### src/rtl/pll_rst_seq.sv
// PLL power-on/reset sequencer: pulses the PLL reset, qualifies lock,
// then releases chip and peripheral resets in order, with retry and fail.
module pll_rst_seq #(
    parameter int PLL_RST_CYCLES      = 16,
    parameter int LOCK_STABLE_CYCLES  = 64,
    parameter int LOCK_TIMEOUT_CYCLES = 4096,
    parameter int RELEASE_GAP         = 8,
    parameter int MAX_RETRY           = 3,
    parameter int CNT_W               = 16,
    parameter int RETRY_W             = 2
) (
    input  logic               clk,
    input  logic               reset,
    input  logic               locked,
    input  logic               sw_reset_req,
    output logic               pll_areset,
    output logic               chip_reset,
    output logic               periph_reset,
    output logic               rst_done,
    output logic               pll_fail,
    output logic [RETRY_W-1:0] retry_cnt
);

    typedef enum logic [2:0] {
        S_PLL_RST,
        S_WAIT_LOCK,
        S_STABLE,
        S_REL_CHIP,
        S_RUN,
        S_FAIL
    } state_t;

    localparam logic [CNT_W-1:0] TIMER_MAX = '1;
    localparam logic [CNT_W-1:0] RST_LAST  = CNT_W'(PLL_RST_CYCLES - 1);
    localparam logic [CNT_W-1:0] STB_LAST  = CNT_W'(LOCK_STABLE_CYCLES - 1);
    localparam logic [CNT_W-1:0] TMO_LAST  = CNT_W'(LOCK_TIMEOUT_CYCLES - 1);
    localparam logic [CNT_W-1:0] GAP_LAST  = CNT_W'(RELEASE_GAP - 1);
    localparam logic [RETRY_W-1:0] RETRY_MAX = RETRY_W'(MAX_RETRY);

    state_t             state_q, state_d;
    logic [CNT_W-1:0]   timer_q, timer_d;
    logic [RETRY_W-1:0] retry_q, retry_d;
    logic               sync1_q, sync2_q;
    logic               locked_s;

    logic pll_areset_q, pll_areset_d;
    logic chip_reset_q, chip_reset_d;
    logic periph_reset_q, periph_reset_d;
    logic rst_done_q, rst_done_d;
    logic pll_fail_q, pll_fail_d;

    assign locked_s = sync2_q;

    always_comb begin
        state_d = state_q;
        retry_d = retry_q;
        timer_d = (timer_q == TIMER_MAX) ? timer_q : timer_q + 1'b1;
        if (sw_reset_req) begin
            state_d = S_PLL_RST;
            retry_d = '0;
        end else if (!locked_s &&
                     (state_q == S_REL_CHIP || state_q == S_RUN)) begin
            state_d = S_PLL_RST;
            retry_d = '0;
        end else begin
            unique case (state_q)
                S_PLL_RST: begin
                    if (timer_q == RST_LAST) state_d = S_WAIT_LOCK;
                end
                S_WAIT_LOCK: begin
                    // a lock seen on the timeout cycle still counts
                    if (locked_s) begin
                        state_d = S_STABLE;
                    end else if (timer_q == TMO_LAST) begin
                        if (retry_q == RETRY_MAX) begin
                            state_d = S_FAIL;
                        end else begin
                            state_d = S_PLL_RST;
                            retry_d = retry_q + 1'b1;
                        end
                    end
                end
                S_STABLE: begin
                    if (!locked_s) state_d = S_WAIT_LOCK;
                    else if (timer_q == STB_LAST) state_d = S_REL_CHIP;
                end
                S_REL_CHIP: begin
                    if (timer_q == GAP_LAST) state_d = S_RUN;
                end
                S_RUN, S_FAIL: begin
                    state_d = state_q;
                end
                default: state_d = S_PLL_RST;
            endcase
        end
        if (sw_reset_req || state_d != state_q) timer_d = '0;
    end

    always_comb begin
        pll_areset_d   = 1'b1;
        chip_reset_d   = 1'b1;
        periph_reset_d = 1'b1;
        rst_done_d     = 1'b0;
        pll_fail_d     = 1'b0;
        unique case (state_q)
            S_WAIT_LOCK, S_STABLE: begin
                pll_areset_d = 1'b0;
            end
            S_REL_CHIP: begin
                pll_areset_d = 1'b0;
                chip_reset_d = 1'b0;
            end
            S_RUN: begin
                pll_areset_d   = 1'b0;
                chip_reset_d   = 1'b0;
                periph_reset_d = 1'b0;
                rst_done_d     = 1'b1;
            end
            S_FAIL: begin
                pll_fail_d = 1'b1;
            end
            default: begin
                pll_areset_d = 1'b1;
            end
        endcase
    end

    always_ff @(posedge clk) begin
        if (reset) begin
            state_q        <= S_PLL_RST;
            timer_q        <= '0;
            retry_q        <= '0;
            sync1_q        <= 1'b0;
            sync2_q        <= 1'b0;
            pll_areset_q   <= 1'b1;
            chip_reset_q   <= 1'b1;
            periph_reset_q <= 1'b1;
            rst_done_q     <= 1'b0;
            pll_fail_q     <= 1'b0;
        end else begin
            state_q        <= state_d;
            timer_q        <= timer_d;
            retry_q        <= retry_d;
            sync1_q        <= locked;
            sync2_q        <= sync1_q;
            pll_areset_q   <= pll_areset_d;
            chip_reset_q   <= chip_reset_d;
            periph_reset_q <= periph_reset_d;
            rst_done_q     <= rst_done_d;
            pll_fail_q     <= pll_fail_d;
        end
    end

    assign pll_areset   = pll_areset_q;
    assign chip_reset   = chip_reset_q;
    assign periph_reset = periph_reset_q;
    assign rst_done     = rst_done_q;
    assign pll_fail     = pll_fail_q;
    assign retry_cnt    = retry_q;

endmodule

### config.mk
export PLATFORM = sky130hd
export DESIGN_NAME = pll_rst_seq
export DESIGN_NICKNAME = d
export VERILOG_FILES = /design/src/rtl/pll_rst_seq.sv
export SDC_FILE = /design/constraint.sdc
export NUM_CORES = 1
export LEC_CHECK = 0
export ABC_AREA = 1
export CORE_ASPECT_RATIO = 0.7
export CORE_MARGIN = 10
export CORE_UTILIZATION = 58
export CTS_CLUSTER_DIAMETER = 50
export CTS_CLUSTER_SIZE = 20
export DETAILED_ROUTE_END_ITERATION = 6
export GPL_TIMING_DRIVEN = 0
export PLACE_DENSITY = 0.79
export SETUP_SLACK_MARGIN = 0.2
export SLEW_MARGIN = 20
export SYNTH_ARGS = -nofsm -noshare
export SYNTH_HDL_FRONTEND = slang
export SYNTH_SLANG_ARGS = --single-unit
### constraint.sdc
create_clock -name clk -period 2.1 [get_ports clk]
set_clock_uncertainty 0.15 [all_clocks]
set_input_delay 0.63 -clock clk [delete_from_list [all_inputs] [get_ports clk]]
set_output_delay 0.63 -clock clk [all_outputs]
set_load 0.005 [all_outputs]
==> key figures <==
Outcome
  – Outcome: finished, violations left
  – Failing checks: negative setup slack

Critical path
  – Reg-to-reg slack, setup: -80 ps
  – Worst Setup Start Kind: register
  – CP arrival: 2230 ps
  – R2R Path Start: timer_q[4]
  – CP Launch Point: timer_q[4]
  – Worst setup path class: reg -> reg
  – Maximum net fanout on the critical path: 5
  – Worst reg2reg path depth: 13
  – Worst setup endpoint: state_q[0]
  – Setup crit end kind: register
  – Reg-to-Reg End: state_q[0]
  – WP data required: 2150 ps

Pwr
  – Clock power frac: 0.326
  – Comb pwr share: 0.071
  – IR drop worst, VDD: 0.000334 V
  – Flop pwr share: 0.603
  – Switch share: 0.223
  – Power density over cell area: 415 mW/mm^2
  – Net Sw Power: 0.199 mW
  – Internal: 0.692 mW
  – Leakage: 0.931 nW

Die
  – Die Wd: 83.1 um
  – Initial core utilization: 0.634
  – Top-Level Pins: 11
  – Die H: 64.2 um
  – Die area: 0.00534 mm^2
  – Core area: 0.00255 mm^2
  – Placement row count: 15

Placed design
  – Post-Place Cells: 252
  – I/O Buffers: 9
  – Detailed placer's ending HPWL: 2.40 mm
  – Global placer's final weighted congestion: 0.891

STA
  – Final worst path period share: 1.04
  – Final Max Tran Viols: 0
  – RSZ-0062 raised after global routing: yes
  – Slew HR: 0.771
  – Hold Vio Cnt, Final: 0
  – Min Hold Slack: 261 ps
  – Final worst slack: -76.4 ps
  – Post-layout minimum cycle time: 2180 ps
  – Final setup fails: 3
  – Tightest Pin Transition: 333 ps
  – FMAX: 459 MHz

Logic synthesis
  – Ranking of synthesized cells by area: dfxtp_1 35%, nand2_1 8.6%, nor2_1 8.4%
  – Adder-Cell Fraction of Synth Area: 0.0155
  – Synth Flop Type: dfxtp_1
  – Syn_nets: 215
  – Synth area leader: dfxtp_1
  – Most common cell in the synthesized netlist: nand2_1
  – Yosys top cell area share: 0.346
  – Synthesized area: 0.00162 mm^2
  – Top cells by count, synth: 37 x nand2_1, 36 x nor2_1, 28 x dfxtp_1, 21 x inv_1, 13 x nand3_1
  – Xor/xnor share of the synthesized area: 0.0650
  – Register area share after synthesis: 0.346
  – Synth Register Bits: 28
  – Asr flop ratio synth: 0
  – Syn avg cell area: 7.74 um^2
  – Post-synth EDFFs: 0
  – Combinational family with the most area after synthesis: simple AND/OR/NAND/NOR gates
  – Compound-Gate Fraction of Synth Area: 0.0217
  – Mapped Cells: 209
  – Synth Area in Simple Gates: 0.459
  – Yosys cell types: 29
  – Mux contribution to synthesized area: 0.00619
  – Yosys Warn Count: 0

Layout
  – Finished Layout Cells: 278
  – Final core utilization: 0.842
  – Share of cells above drive strength 1: 0.443
  – # nets final: 252
  – Antenna diodes: 0
  – Area grow syn2layout: 32.8%

CTS
  – CTS clock-pin slew for the worst setup and hold paths: 90 ps
  – CTS tree: yes
  – Depth of the CTS H-tree: 1
  – Root Buffer: clkbuf_8
  – Clk buf depth: 2
  – Hold_buf cts: 0
  – CTS buffer count: 3
  – Clk Latency, worst-skew pair: 270 ps
  – # clock sinks: 28

Drt
  – Drt wl/cell: 15.6 um
  – DRT Pass-1 Iters: 4
  – Routed WL: 4.34 mm
  – Antenna-violating nets left: 0
  – Via count: 1573
  – Vias per cell: 5.66
  – Initial DRC Count: 131
  – # DRC: 0

Flow run
  – Max-Cap Viols: 0

GRT
  – GRT overflow: 0
  – Initial antenna violation count: 0
  – First-pass GRT wire length: 6.14 mm
  – Largest net degree at the start of global routing: 15
  – All-Layer GR Usage: 0.134
  – Vias in the first global route: 1333

Worst hold path
  – Min-Delay Path Class: reg -> reg
-- state kept, by name, summed over array words and instances (netlist names) --
signal / flops
sync1_q: 1
periph_reset: 1
retry_cnt: 2
locked_s: 1
pll_areset: 1
rst_done: 1
state_q: 3
pll_fail: 1
chip_reset: 1
timer_q: 16
-- through the flow --
stage	setup slack [ps]	total power, mW	area (um^2)	TNS (ps)
finish	-76.4	0.891	2150	-92.9
global route	-141	0.916	2150	-1840
CTS	179	0.890	2010	0
detailed placement	-172	0.594	1750	-1750
global placement	-129	0.593	1750	-1280
floorplan	214	0.585	1620	0
-- layout make-up --
cell class | count | area [um^2]
Multi-Input combinational cell | 153 | 1040
Sequential cell | 28 | 586
Clock buffer | 3 | 41.3
Tap cell | 34 | 42.5
Timing Repair Buffer | 32 | 299
Buffer | 3 | 45.0
Inverter | 25 | 96.3
Fill cell | 150 | 404
-- layer usage --
| layer | vias up | routed length (um) | global-route usage |
|---|---|---|---|
| li1 | 727 | - | - |
| met1 | 750 | 1860 | 0.166 |
| met2 | 83 | 2060 | 0.213 |
| met3 | 13 | 324 | 0.0443 |
| met4 | 0 | 103 | 0.0424 |
| met5 | - | 0 | 0 |
-- timing repair --
item | in CTS | in global routing
buffers inserted | 16 | 6
setup endpoints to repair | 19 | 21
cloned | 1 | 0
gates resized for setup | 29 | 32
pin swaps | 13 | 12
-- critical path, stage by stage, from the launching register on --
cell and delay [ps]:
dfxtp_2 370, nor2_1 230, nand2_1 190, nor2_2 140
nand3_1 110, nor2_2 150, nor2_2 50, nand3_2 60
nand2_2 60, buf_4 130, buf_4 120, buf_4 120
buf_4 120, nor2_1 110
-- power by group through the flow --
stage | sequential [mW] | clock (mW) | combinational [mW]
final | 0.537 | 0.291 | 0.0631
after global placement | 0.550 | 0 | 0.0431
after CTS | 0.537 | 0.294 | 0.0594
after detailed placement | 0.550 | 0 | 0.0446
after global routing | 0.538 | 0.311 | 0.0673
after floorplan | 0.549 | 0 | 0.0356
-- worst min-delay path by stage --
stage	from	endpoint	cells after the start
2_1_floorplan	sync1_q	locked_s	2
3_3_place_gp	sync1_q	locked_s	2
3_5_place_dp	sync1_q	locked_s	2
4_1_cts	sync1_q	locked_s	2
5_1_grt	sync1_q	locked_s	2
6_report	sync1_q	locked_s	2
-- kinds of logic (layout without fill, tap and decap cells) --
logic type	Yosys count	after routing
muxes	1	1
DFF	28	28
and+or+nand+nor	132	132
xor gates and xnor gates	12	12
adders and majority gates	2	2
AOI/OAI and AO/OA	6	6
buffers and inverters	28	63
-- layout by cell type (no fill, tap or decap), types with 2 or more instances in the layout --
master,n
dfxtp_2,17
nand2_4,3
nor2_1,26
nor2_2,12
inv_1,19
nand2_2,12
o21ai_0,2
nor2_4,14
dlygate4sd2_1,2
nand2_1,32
nand3_4,4
nand3_2,4
xnor2_1,5
nor4_1,2
xor2_1,7
nor3_1,8
buf_4,19
nand3_1,9
clkdlybuf4s50_1,4
dfxtp_1,10
inv_2,5
clkbuf_8,4
buf_6,4
dlymetal6s2s_1,3
No activity file was read; power rests on OpenSTA's default activity.
